$ cat config.mk
export PLATFORM = sky130hd
export DESIGN_NAME = bsg_miniblade_io_reset_sequencer
export DESIGN_NICKNAME = d
export VERILOG_FILES = /design/src/rtl/bsg_miniblade_io_reset_sequencer_pkg.sv /design/src/rtl/bsg_miniblade_io_reset_sequencer_counter.sv /design/src/rtl/bsg_miniblade_io_reset_sequencer.sv
export SDC_FILE = /design/constraint.sdc
export NUM_CORES = 1
export LEC_CHECK = 0
export CAP_MARGIN = 30
export CORE_MARGIN = 1
export CORE_UTILIZATION = 52
export CTS_CLUSTER_SIZE = 25
export DETAILED_ROUTE_END_ITERATION = 7
export PLACE_DENSITY = 0.74
export SLEW_MARGIN = 40
export SYNTH_ARGS = -nofsm -noshare
export SYNTH_HDL_FRONTEND = slang
export SYNTH_SLANG_ARGS = --single-unit
export TNS_END_PERCENT = 30
$ cat constraint.sdc
create_clock -name clk_i -period 3.7 [get_ports clk_i]
set_input_delay 0.37 -clock clk_i [delete_from_list [all_inputs] [get_ports clk_i]]
set_output_delay 0.37 -clock clk_i [all_outputs]
set_load 0.01 [all_outputs]
$ cat src/rtl/bsg_miniblade_io_reset_sequencer_pkg.sv
// Shared types and elaboration helpers for the miniblade IO reset sequencer.
package bsg_miniblade_io_reset_sequencer_pkg;

  // Sequencer phases: hold in reset, staggered release, running, draining, re-assert.
  typedef enum logic [2:0] {
    HOLD   = 3'd0,
    REL    = 3'd1,
    RUN    = 3'd2,
    DRAIN  = 3'd3,
    ASSERT = 3'd4
  } bsg_miniblade_rst_seq_state_e;

  // clog2 that never returns zero, so a one-value field still gets one bit.
  function automatic int unsigned safe_clog2(input int unsigned x);
    return (x <= 1) ? 1 : $clog2(x);
  endfunction

  // Largest of three cycle counts; sizes the shared counter.
  function automatic int unsigned max3(input int unsigned a,
                                       input int unsigned b,
                                       input int unsigned c);
    int unsigned m;
    m = a;
    if (b > m) m = b;
    if (c > m) m = c;
    return m;
  endfunction

endpackage

$ cat src/rtl/bsg_miniblade_io_reset_sequencer_counter.sv
// Saturating up-counter with synchronous clear and asynchronous reset.
// Clear wins over up; the count sticks at all-ones instead of wrapping.
module bsg_miniblade_io_reset_sequencer_counter #(
  parameter int unsigned width_p = 7
) (
  input  logic               clk_i,
  input  logic               reset_i,
  input  logic               clear_i,
  input  logic               up_i,
  output logic [width_p-1:0] count_o
);

  logic [width_p-1:0] cnt_q;
  logic [width_p-1:0] cnt_d;

  // Next count: clear, saturating increment, or hold.
  always_comb begin
    cnt_d = cnt_q;
    if (clear_i) begin
      cnt_d = '0;
    end else if (up_i && (cnt_q != {width_p{1'b1}})) begin
      cnt_d = cnt_q + width_p'(1);
    end
  end

  // Count register.
  always_ff @(posedge clk_i or posedge reset_i) begin
    if (reset_i) begin
      cnt_q <= '0;
    end else begin
      cnt_q <= cnt_d;
    end
  end

  assign count_o = cnt_q;

endmodule

$ cat src/rtl/bsg_miniblade_io_reset_sequencer.sv
// Reset sequencer for one miniblade IO router corner: releases the router,
// then each attached domain in order with a fixed gap, and on a new request
// drains traffic (bounded by a timeout) before re-asserting every reset.
module bsg_miniblade_io_reset_sequencer
  import bsg_miniblade_io_reset_sequencer_pkg::*;
#(
  parameter int unsigned num_domains_p    = 2,
  parameter int unsigned hold_cycles_p    = 16,
  parameter int unsigned stagger_cycles_p = 4,
  parameter int unsigned drain_timeout_p  = 64
) (
  input  logic                     clk_i,
  input  logic                     reset_i,
  input  logic                     tag_reset_i,
  input  logic                     idle_i,
  output logic                     rtr_reset_o,
  output logic [num_domains_p-1:0] reset_o,
  output logic                     quiesce_o,
  output logic                     ready_o,
  output logic                     timeout_o
);

  localparam int unsigned cnt_width_lp =
    safe_clog2(max3(hold_cycles_p, stagger_cycles_p, drain_timeout_p) + 1);
  localparam int unsigned k_width_lp = safe_clog2(num_domains_p);

  localparam logic [cnt_width_lp-1:0] hold_last_lp    = cnt_width_lp'(hold_cycles_p - 1);
  localparam logic [cnt_width_lp-1:0] stagger_last_lp = cnt_width_lp'(stagger_cycles_p - 1);
  localparam logic [cnt_width_lp-1:0] timeout_last_lp = cnt_width_lp'(drain_timeout_p - 1);
  localparam logic [k_width_lp-1:0]   k_last_lp       = k_width_lp'(num_domains_p - 1);

  bsg_miniblade_rst_seq_state_e state_q, state_d;

  logic [cnt_width_lp-1:0]  cnt;
  logic                     cnt_clear;
  logic                     cnt_up;

  logic [k_width_lp-1:0]    k_q, k_d;
  logic                     rtr_reset_q, rtr_reset_d;
  logic [num_domains_p-1:0] reset_o_q, reset_o_d;
  logic                     quiesce_q, quiesce_d;
  logic                     ready_q, ready_d;
  logic                     timeout_q, timeout_d;

  logic hold_done;
  logic rel_step;
  logic drain_expire;

  // Shared phase counter; zeroed on every phase change.
  bsg_miniblade_io_reset_sequencer_counter #(
    .width_p (cnt_width_lp)
  ) cnt_inst (
    .clk_i   (clk_i),
    .reset_i (reset_i),
    .clear_i (cnt_clear),
    .up_i    (cnt_up),
    .count_o (cnt)
  );

  // Phase-completion conditions derived from the shared counter.
  assign hold_done    = (state_q == HOLD)  && !tag_reset_i && (cnt == hold_last_lp);
  assign rel_step     = (state_q == REL)   && !tag_reset_i && (cnt == stagger_last_lp);
  assign drain_expire = (state_q == DRAIN) && !idle_i      && (cnt == timeout_last_lp);

  // State register.
  always_ff @(posedge clk_i or posedge reset_i) begin
    if (reset_i) begin
      state_q <= HOLD;
    end else begin
      state_q <= state_d;
    end
  end

  // Next-state logic; a request during release skips the drain since no domain is fully up.
  always_comb begin
    state_d = state_q;
    unique case (state_q)
      HOLD:    if (hold_done) state_d = REL;
      REL: begin
        if (tag_reset_i) begin
          state_d = ASSERT;
        end else if (rel_step && (k_q == k_last_lp)) begin
          state_d = RUN;
        end
      end
      RUN:     if (tag_reset_i) state_d = DRAIN;
      DRAIN:   if (idle_i || drain_expire) state_d = ASSERT;
      ASSERT:  state_d = HOLD;
      default: state_d = HOLD;
    endcase
  end

  // Output and counter-control logic, computed from the phase being entered.
  always_comb begin
    rtr_reset_d = (state_d == HOLD) || (state_d == ASSERT);
    quiesce_d   = (state_d == DRAIN);
    ready_d     = (state_d == RUN);
    timeout_d   = timeout_q | drain_expire;

    k_d = '0;
    if (state_d == REL) begin
      k_d = rel_step ? (k_q + k_width_lp'(1)) : k_q;
    end

    reset_o_d = reset_o_q;
    unique case (state_d)
      HOLD, ASSERT: reset_o_d = '1;
      REL:          if (rel_step) reset_o_d[k_q] = 1'b0;
      RUN, DRAIN:   reset_o_d = '0;
      default:      reset_o_d = '1;
    endcase

    cnt_clear = (state_d != state_q) || ((state_q == HOLD) && tag_reset_i) || rel_step;
    cnt_up    = (state_q == HOLD) || (state_q == REL) || (state_q == DRAIN);
  end

  // Registered outputs and release index.
  always_ff @(posedge clk_i or posedge reset_i) begin
    if (reset_i) begin
      k_q         <= '0;
      rtr_reset_q <= 1'b1;
      reset_o_q   <= '1;
      quiesce_q   <= 1'b0;
      ready_q     <= 1'b0;
      timeout_q   <= 1'b0;
    end else begin
      k_q         <= k_d;
      rtr_reset_q <= rtr_reset_d;
      reset_o_q   <= reset_o_d;
      quiesce_q   <= quiesce_d;
      ready_q     <= ready_d;
      timeout_q   <= timeout_d;
    end
  end

  assign rtr_reset_o = rtr_reset_q;
  assign reset_o     = reset_o_q;
  assign quiesce_o   = quiesce_q;
  assign ready_o     = ready_q;
  assign timeout_o   = timeout_q;

endmodule

# Word-level counts from Yosys, hierarchy flattened
# Cells that the tools add are included.
# W data, S select, Z words.
# word_totals
out_inout_bits	6
input_bits	4
wordCells	64
ff_bits	17
# classes
eq_ne	13
add_sub_neg	2
n_reduce_logical	22
magnitude_cmp	2
bitwise	3
n_mux	14
# op_table
op	n
$mux W3	5
$mux W7	2
$eq A3 B2 Y1 const B	4
$pmux W3 S4	1
$logic_and A1 B1 Y1	10
$add A7 B1 Y7 const B	1
$eq A7 B2 Y1 const B	1
$eq A7 B4 Y1 const B	1
$eq A7 B6 Y1 const B	1
$ne A7 B7 Y1 const B	1
$eq A3 B1 Y1 const B	2
$logic_not A3 Y1	2
$logic_or A1 B1 Y1	6
$pmux W2 S2	1
$eq A3 B3 Y1 const B	1
$mux W1	3
$ne A3 B3 Y1	1
$and A2 B2 Y2	1
$logic_not A1 Y1	2
$lt A1 B2 Y1 const B	1
$mux W2	1
$ne A2 B2 Y1 const B	1
$not A2 Y2	1
$reduce_bool A2 Y1	1
other kinds (5)	5

# Longest topological paths before layout
# Gate-level depths: netlist (run 1).
# logic_depth
ltp_word	11
ltp_mapped	5
mapped_depth_nobuf	5

# By module
# A second synthesis (run 1) with hierarchy kept.
# unflattened
cells_unflattened	94
area_unflattened_um2	977.2
# by_module_without_submodules
mod	cells_each	n_inst	area_per_inst_um2
bsg_miniblade_io_reset_sequencer	56	1	576.8
bsg_miniblade_io_reset_sequencer_counter	38	1	400.4

# Least setup slack after synthesis (run 1)
# OpenSTA, ideal clock, no wires.
# synth_path
kind	reg2reg
startpoint	register cnt_inst.cnt_q[0] (netlist: cnt_inst.count_o[0])
endpoint	register cnt_inst.cnt_q[5] (netlist: cnt_inst.count_o[5])
t_required_ns	3.626
period_less_slack_ns	1.732
stages_incl_launch_ff	6
path_slack_ns	1.968
path_buffers	0
arrival_ns	1.658
path_cell_list	dfrtp_1 ha_1 and3_1 and3_1 or4_4 a21oi_2
# synth_via
elab_chain_cells	10
elab_cells_between_ends	22
# synth_lines
item	line	rtl
start: declaration	bsg_miniblade_io_reset_sequencer_counter.sv:13	logic [width_p-1:0] cnt_q;
start signal: assignment	bsg_miniblade_io_reset_sequencer_counter.sv:31	cnt_q <= cnt_d;
$eq A7 B2 Y1	bsg_miniblade_io_reset_sequencer.sv:62	assign rel_step = (state_q == REL) && !tag_reset_i && (cnt == stagger_last_lp);
$logic_and A1 B1 Y1	bsg_miniblade_io_reset_sequencer.sv:62	
$logic_and A1 B1 Y1	bsg_miniblade_io_reset_sequencer.sv:82	end else if (rel_step && (k_q == k_last_lp)) begin
$mux W3	bsg_miniblade_io_reset_sequencer.sv:82	
$mux W3	bsg_miniblade_io_reset_sequencer.sv:80	if (tag_reset_i) begin
$pmux W3 S4	bsg_miniblade_io_reset_sequencer.sv:77	unique case (state_q)
$ne A3 B3 Y1	bsg_miniblade_io_reset_sequencer.sv:113	cnt_clear = (state_d != state_q) || ((state_q == HOLD) && tag_reset_i) || rel_step;
$logic_or A1 B1 Y1 (2 in series)	bsg_miniblade_io_reset_sequencer.sv:113	
$mux W7 / $reduce_bool A2 Y1 (equally long branches)	--	
# Several ways; a longest one is shown, not always the timed one. The select of a mux whose other input is x is not followed.
# A chain may end at the register's enable or synchronous reset.

# Worst setup path in the final report (run 1)
# layout_path
startpoint	register cnt_inst.cnt_q[0] (netlist: cnt_inst.count_o[0])
endpoint	register cnt_inst.cnt_q[1] (netlist: cnt_inst.count_o[1])
# Same word-level chain as after synthesis.

==> results of run 1 <==
layout by cell type (no fill, tap or decap), drive strengths merged, types with 2 or more instances in the layout:
cell type,instances
a31oi,2
clkdlybuf4s50,9
nand2,6
a21oi,8
and3,2
nor2,8
mux2i,2
dfstp,3
inv,4
a311oi,2
o31ai,4
dfrtp,14
nor3,2
or4,2
nor3b,3
clkbuf,4
nor2b,3
flip-flops by register name, summed over array words and instances (netlist names):
register and flops:
rtr_reset_o 1, cnt_inst.count_o 7, quiesce_o 1, timeout_o 1
k_q 1, state_q 3, ready_o 1, reset_o 2
worst max path at each step:
stage,from,to,cells after the start
floorplan,cnt_inst.count_o[0]$_DFFE_PP0P_,cnt_inst.count_o[5]$_DFFE_PP0P_,5
global placement,cnt_inst.count_o[0]$_DFFE_PP0P_,cnt_inst.count_o[1]$_DFFE_PP0P_,5
detailed placement,cnt_inst.count_o[0]$_DFFE_PP0P_,cnt_inst.count_o[1]$_DFFE_PP0P_,5
CTS,cnt_inst.count_o[0]$_DFFE_PP0P_,cnt_inst.count_o[1]$_DFFE_PP0P_,5
global route,cnt_inst.count_o[0]$_DFFE_PP0P_,cnt_inst.count_o[1]$_DFFE_PP0P_,5
finish,cnt_inst.count_o[0]$_DFFE_PP0P_,cnt_inst.count_o[1]$_DFFE_PP0P_,5
cell usage after synthesis:
| library cell | n | area share (%) |
|---|---|---|
| mux2i_1 | 2 | 2.1 |
| and3_1 | 2 | 1.3 |
| or2b_1 | 1 | 0.80 |
| buf_2 | 2 | 1.1 |
| a21boi_0 | 1 | 0.80 |
| ha_1 | 1 | 1.3 |
| nor3_1 | 2 | 1.1 |
| nor2b_4 | 1 | 1.5 |
| o41ai_4 | 1 | 2.9 |
| a41oi_1 | 1 | 0.93 |
| a31o_2 | 1 | 0.93 |
| a21oi_2 | 1 | 0.93 |
| inv_1 | 4 | 1.6 |
| o311ai_0 | 1 | 0.93 |
| nand4_1 | 1 | 0.67 |
| dfstp_2 | 3 | 8.4 |
| or4_1 | 1 | 0.80 |
| nand3_1 | 1 | 0.53 |
| a31oi_1 | 2 | 1.3 |
| or4_4 | 1 | 1.2 |
| o21ai_0 | 1 | 0.53 |
| a21oi_1 | 7 | 3.7 |
| dfrtp_1 | 14 | 37 |
| a2111o_1 | 1 | 1.2 |
| o31a_1 | 1 | 0.93 |
| or2_2 | 1 | 0.67 |
| o221ai_2 | 1 | 1.6 |
| o21a_1 | 1 | 0.80 |
| and2_1 | 1 | 0.67 |
| or3_4 | 1 | 1.2 |
| nand2_1 | 6 | 2.4 |
| xnor2_1 | 1 | 0.93 |
| a311oi_1 | 2 | 1.9 |
| nor2_1 | 8 | 3.2 |
| o31ai_1 | 4 | 3.2 |
| nor2b_1 | 2 | 1.3 |
| nor4b_4 | 1 | 2.5 |
| buf_6 | 2 | 2.4 |
| nor3b_1 | 3 | 2.4 |
critical path: stages, from the launching register on:
cell	delay, ns
dfrtp_1	0.41
ha_1	0.29
and3_1	0.21
a311oi_1	0.53
mux2i_1	0.26
nor2_1	0.06
where the power goes:
group          switching (mW)  internal, mW
logic                  0.0421        0.0359
registers              0.0187         0.201
clock network          0.0577        0.0420
total                   0.118         0.279
area by class of cell:
cell class,count,area (um2)
clock buffers,4,26.28
multi-input cells,63,462.9
flip-flops and latches,17,429.2
inverters,4,15.01
well taps,24,30.03
repair buffers,9,90.09
fillers,133,540.5
metal layers:
metal  track usage, %  up-vias
met5                0        -
met4            12.12        0
met3            4.082        5
met2            32.35       20
met1            28.13      331
li1                 -      345
cell families (layout without fill, tap and decap cells):
group | after synthesis | after routing
multiplexers | 2 | 2
buffers and inverters | 8 | 17
AO/OA/AOI/OAI | 26 | 26
XOR/XNOR | 1 | 1
flip-flops | 17 | 17
AND/OR/NAND/NOR | 33 | 33
adder cells (fa/ha/maj) | 1 | 1
metrics by stage:
step                      instance area, um2  worst slack, ns  util [%]  std cells
after global routing                    1054            1.628     66.09        121
final                                   1054            1.812     66.09        121
after floorplan                        939.7            1.968         -         88
after CTS                               1054            1.823     66.09        121
after detailed placement                1027            1.840     64.44        117
after global placement                  1027            1.889     64.44        117
==> flow_summary.yaml, run 1 <==
synth:
  synth_cells: 88
  synth_fp_nets: 93
  ys_ff_latch: 17
  synth_area_um2: 939.7
  synth_compound_area_share_pct: 22.64
  synthSimpleGateAreaFrac_pct: 22.24
  yosysWarningCount: 0
  avgSynthCellArea_um2: 10.68
  synth_cell_type_count: 39
  ys_seq_area_share_pct: 45.67
  synth_top_family_by_area: "compound AO/OA/AOI/OAI gates"
  synth_xor_xnor_area_share_pct: 0.9321
  synthAdderAreaFrac_pct: 1.332
  muxShareOfSynthArea_pct: 2.130
detailed_routing:
  antenna_left: 0
  drtPass1Iterations: 4
  detailroute.wirelength.met2_um: 801
  drc: 0
  drt_iter0_drc: 13
  dr.max_layer_used: "met4"
  wl_per_cell_um: 14.42
  wl_met1_um: 824
  routed_via_density: 5.793
  vias: 701
  drt-total-wl_um: 1745
  met3_length_um: 83
floorplanning:
  initial_core_util_pct: 58.95
  core_mm2: 0.001594
  num_io_pins: 10
  fp.dieH_um: 44.51
  num_rows: 14
  die-area_mm2: 0.001981
  die_w_um: 44.51
sta:
  tightest_slew_ns: 0.6225
  worst_hold_slack_ns: 0.4414
  max-slew-margin-rel_pct: 58.46
  report.final.slew_viol_count: 0
  finalSetupTns_ns: 0
  period_share_pct: 51.02
  finalSetupViolations: 0
  finalCriticalPeriod_ns: 1.888
  finalHoldViolations: 0
  max_freq_mhz: 529.7
  rsz0062_at_grt: "false"
  skew_ns: 0.002473
grt:
  grtUsageTotal_pct: 21.21
  antenna_found_initial: 0
  grt_pass1_wl_um: 3008
  grt_start_max_net_pins: 18
  overflow: 0
  grt_pass1_vias: 690
worst_setup_path:
  cp-end-kind: "register"
  r2r_start: "cnt_inst.count_o[0]$_DFFE_PP0P_"
  ff2ff_setup_slack_ns: 1.81
  r2r_end: "cnt_inst.count_o[1]$_DFFE_PP0P_"
  cp-start-kind: "register"
  crit_fanout: 7
  arrival_ns: 2.06
  crit_type: "reg -> reg"
  ff2ff_path_depth: 5
  required_ns: 3.87
job:
  drv_cap: 0
pwr:
  power_per_cell_area_mw_per_mm2: 377.1
  irDropWorstVdd_mv: 0.3420
  power.leakage_nw: 0.4201
  total_power_mw: 0.3973
place:
  gp_routability_congestion: 0.7568
  portBuffers: 9
  place_hpwl_um: 1296
clocking:
  htreeDepth: 1
  root_buffer: "clkbuf_4"
  cts_tree: "built"
  clk_latency_ns: 0.29
  path_clk_slew_ns: 0.10
  cts_made_buffers: 3
  cts_resized: 0
  cts_hold_buffers: 0
  cts_buffer_depth: 2
  cts_sinks: 17
  cts_setup_buffers: 0
layout:
  area_growth_pct: 12.12
  layout.nets: 103
  drive_above_1_share_pct: 15.46
  num_antenna_cells: 0
min_path:
  hold_class: "in -> async"
status:
  outcome: "completed"
Power figures use the tool's default switching activity.
==> run 2, diff against run 1 <==
==> constraint.sdc (replaced) <==
create_clock -name clk_i -period 1.96 [get_ports clk_i]
set_input_delay 0.196 -clock clk_i [delete_from_list [all_inputs] [get_ports clk_i]]
set_output_delay 0.196 -clock clk_i [all_outputs]
set_load 0.01 [all_outputs]
==> flow_summary.yaml, run 2 (synthesized netlist as in run 1, its figures left out) <==
detailed_routing:
  antenna_left: 0
  vias: 687
  drt_iter0_drc: 15
  wl_per_cell_um: 13.41
  drt-total-wl_um: 1649
  drtPass1Iterations: 4
  routed_via_density: 5.585
  drc: 0
floorplanning:
  die_w_um: 44.51
  initial_core_util_pct: 58.95
  num_io_pins: 10
  fp.dieH_um: 44.51
  die-area_mm2: 0.001981
  core_mm2: 0.001594
  num_rows: 14
clocking:
  cts_setup_buffers: 0
  cts_buffer_depth: 2
  cts_resized: 0
  root_buffer: "clkbuf_4"
  clk_latency_ns: 0.29
  cts_hold_buffers: 0
  path_clk_slew_ns: 0.10
  cts_sinks: 17
  cts_tree: "built"
  htreeDepth: 1
  cts_made_buffers: 3
grt:
  grt_start_max_net_pins: 18
  antenna_found_initial: 0
  overflow: 0
  grt_pass1_vias: 597
  grtUsageTotal_pct: 19.08
  grt_pass1_wl_um: 2718
sta:
  finalSetupTns_ns: 0
  report.final.slew_viol_count: 0
  tightest_slew_ns: 0.6403
  finalHoldViolations: 0
  max-slew-margin-rel_pct: 57.27
  final.setup.worst_slack_ns: 0.1226
  max_freq_mhz: 544.2
  finalCriticalPeriod_ns: 1.837
  rsz0062_at_grt: "true"
  worst_hold_slack_ns: 0.2747
  skew_ns: 0.003067
  period_share_pct: 93.75
  finalSetupViolations: 0
layout:
  final_cells: 123
  n_fill_cell: 121
  layout.nets: 105
  final_common_cell: "dfrtp_1"
  drive_above_1_share_pct: 17.17
  final_util_pct: 67.03
  layout_common_cells: "14 x dfrtp_1, 9 x clkdlybuf4s50_1, 8 x nor2_1"
  area.sequential_um2: 429.2
  num_antenna_cells: 0
  multi_input_area_um2: 462.9
  largest_reg_flops: 7
  design_area_mm2: 0.001069
  area_growth_pct: 13.71
job:
  drv_cap: 0
place:
  place_hpwl_um: 1195
  post-place-ws_ns: 0.1491
  dp.cells: 119
  portBuffers: 9
  dpl_cell_area_mm2: 0.001042
  gp_routability_congestion: 0.7350
min_path:
  hold_class: "in -> async"
pwr:
  total_power_mw: 0.7470
  irDropWorstVdd_mv: 0.7005
  power.leakage_nw: 0.4297
  power_per_cell_area_mw_per_mm2: 699.1
status:
  outcome: "completed"
worst_setup_path:
  arrival_ns: 2.07
  cp-end-kind: "register"
  crit_type: "reg -> reg"
  crit_fanout: 7
  cp-start-kind: "register"
  required_ns: 2.19
-- run 2: cell type report --
type	instances	share of cell area [%]
tap	24	2.810
clock buffer	4	2.459
timing repair buffer	11	9.836
sequential	17	40.16
inverter	4	1.405
multi-input combinational	63	43.33
-- run 2: final timing paths --
kind	startpoint	to	slack [ns]	cells after the start
setup / recovery	cnt_inst.count_o[0]$_DFFE_PP0P_	cnt_inst.count_o[5]$_DFFE_PP0P_	0.12	5
hold / removal	reset_i	cnt_inst.count_o[0]$_DFFE_PP0P_	0.27	2
setup reg to reg	cnt_inst.count_o[0]$_DFFE_PP0P_	cnt_inst.count_o[5]$_DFFE_PP0P_	0.12	5
hold reg to reg	reset_o[1]$_DFFE_PP1P_	reset_o[1]$_DFFE_PP1P_	0.47	2
max in group asynchronous	reset_i	timeout_o$_DFF_PP0_	1.27	2
min in group clk_i	reset_o[1]$_DFFE_PP1P_	reset_o[1]$_DFFE_PP1P_	0.47	2
-- run 2: power by group --
group | switching [mW] | internal [mW] | total (mW) | leakage [nW]
Clock | 0.109 | 0.0792 | 0.189 | 0.0150
Sequential | 0.0357 | 0.379 | 0.415 | 0.225
Combinational | 0.0742 | 0.0693 | 0.143 | 0.190
-- run 2: worst max-delay path, cell delays in order (launching register included) --
cell	delay, ns
dfrtp_1	0.42
ha_1	0.29
and3_1	0.20
and3_1	0.22
or4_4	0.52
a21oi_2	0.13
-- run 2: routing by layer --
metal	vias up	global-route usage [%]	wire [um]	share of wire (%)
met5	-	0	0	0
met4	0	9.091	34	2.1
met3	5	2.449	52	3.2
met2	17	25.29	673	41
met1	319	30.21	888	54
li1	346	-	-	-
==> run 3, diff against run 2 <==
--- a/config.mk
+++ b/config.mk
@@ -8,6 +8,7 @@
 export CAP_MARGIN = 30
 export CORE_MARGIN = 1
 export CORE_UTILIZATION = 52
+export CTS_BUF_LIST = sky130_fd_sc_hd__clkbuf_8
 export CTS_CLUSTER_SIZE = 25
 export DETAILED_ROUTE_END_ITERATION = 7
 export PLACE_DENSITY = 0.74
==> flow_summary.yaml, run 3 (synthesized netlist as in run 1, its figures left out) <==
clocking:
  cts_setup_buffers: 0
  path_clk_slew_ns: 0.06
  clk_latency_ns: 0.25
  htreeDepth: 1
  cts_tree: "built"
  root_buffer: "clkbuf_8"
  cts_made_buffers: 3
  cts_buffer_depth: 2
  cts_sinks: 17
sta:
  max_freq_mhz: 546.1
  skew_ns: 0.001375
  tightest_slew_ns: 0.6429
  rsz0062_at_grt: "true"
  period_share_pct: 93.42
  max-slew-margin-rel_pct: 57.09
  finalSetupViolations: 0
  finalHoldViolations: 0
  finalSetupTns_ns: 0
  report.final.slew_viol_count: 0
  finalCriticalPeriod_ns: 1.831
layout:
  drive_above_1_share_pct: 17.17
  layout.nets: 105
  area_growth_pct: 15.71
  final_util_pct: 68.21
  layout_common_cells: "14 x dfrtp_1, 9 x clkdlybuf4s50_1, 8 x nor2_1"
  final_common_cell: "dfrtp_1"
  largest_reg_flops: 7
  num_antenna_cells: 0
status:
  outcome: "completed"
detailed_routing:
  wl_per_cell_um: 13.97
  drt_iter0_drc: 23
  antenna_left: 0
  vias: 686
  routed_via_density: 5.577
  drt-total-wl_um: 1718
  drc: 0
  drtPass1Iterations: 5
pwr:
  power.leakage_nw: 0.4416
  irDropWorstVdd_mv: 0.5719
  total_power_mw: 0.8134
  power_per_cell_area_mw_per_mm2: 748.1
worst_setup_path:
  arrival_ns: 2.01
  ff2ff_setup_slack_ns: 0.13
  crit_type: "reg -> reg"
  crit_fanout: 7
  required_ns: 2.14
  cp-end-kind: "register"
  cp-start-kind: "register"
place:
  place_hpwl_um: 1195
  gp_routability_congestion: 0.7350
  portBuffers: 9
floorplanning:
  core_mm2: 0.001594
  die-area_mm2: 0.001981
  num_io_pins: 10
  die_w_um: 44.51
  fp.dieH_um: 44.51
  num_rows: 14
  initial_core_util_pct: 58.95
grt:
  antenna_found_initial: 0
  overflow: 0
  grtUsageTotal_pct: 20.19
  grt_pass1_wl_um: 2870
  grt_start_max_net_pins: 18
  grt_pass1_vias: 609
min_path:
  hold_class: "in -> async"
job:
  drv_cap: 0
run 3: area by class of cell:
cell class	count	area [um2]
fillers	117	506.7
multi-input cells	63	462.9
flip-flops and latches	17	429.2
repair buffers	11	105.1
clock buffers	3	41.29
well taps	24	30.03
inverters	4	15.01
clock inverters	1	3.754
run 3: metal layers:
metal / wire, um / vias to the layer above / track usage (%)
met5: 0 / - / 0
met4: 21 / 0 / 5.455
met3: 55 / 4 / 4.898
met2: 731 / 16 / 28.82
met1: 909 / 319 / 30.47
li1: - / 347 / -
run 3: repair_timing:
item | CTS | global route
hold buffers | 0 | 0
setup endpoints to repair | 0 | 3
resized for setup | 0 | 1
run 3: through the flow:
step                area (um2)  instances  hold slack, ns  worst slack (ns)
CTS                       1087        123          0.3534            0.1321
global placement          1042        119          0.4469            0.1953
detailed placement        1042        119          0.4536            0.1491
global route              1087        123          0.4061         -0.006454
floorplan                939.7         88          0.1199            0.2280
finish                    1087        123          0.3277            0.1289
run 3: power breakdown:
part / internal [mW] / total, mW / switching [mW] / leakage (nW)
Clock: 0.139 / 0.255 / 0.116 / 0.0269
Sequential: 0.380 / 0.415 / 0.0353 / 0.225
Combinational: 0.0693 / 0.144 / 0.0745 / 0.190
Total: 0.588 / 0.813 / 0.225 / 0.442
run 3: worst max-delay path, stage by stage, from the launching register on:
cell	delay, ns
dfrtp_1	0.40
ha_1	0.29
and3_1	0.20
and3_1	0.22
or4_4	0.52
a21oi_2	0.13
run 3: final timing paths:
| check | startpoint | endpoint | depth (start not counted) |
|---|---|---|---|
| max | cnt_inst.count_o[0]$_DFFE_PP0P_ | cnt_inst.count_o[5]$_DFFE_PP0P_ | 5 |
| min | reset_i | cnt_inst.count_o[0]$_DFFE_PP0P_ | 2 |
| max reg2reg | cnt_inst.count_o[0]$_DFFE_PP0P_ | cnt_inst.count_o[5]$_DFFE_PP0P_ | 5 |
| min reg2reg | reset_o[1]$_DFFE_PP1P_ | reset_o[1]$_DFFE_PP1P_ | 2 |
| max in group asynchronous | reset_i | timeout_o$_DFF_PP0_ | 2 |
| min in group clk_i | reset_o[1]$_DFFE_PP1P_ | reset_o[1]$_DFFE_PP1P_ | 2 |
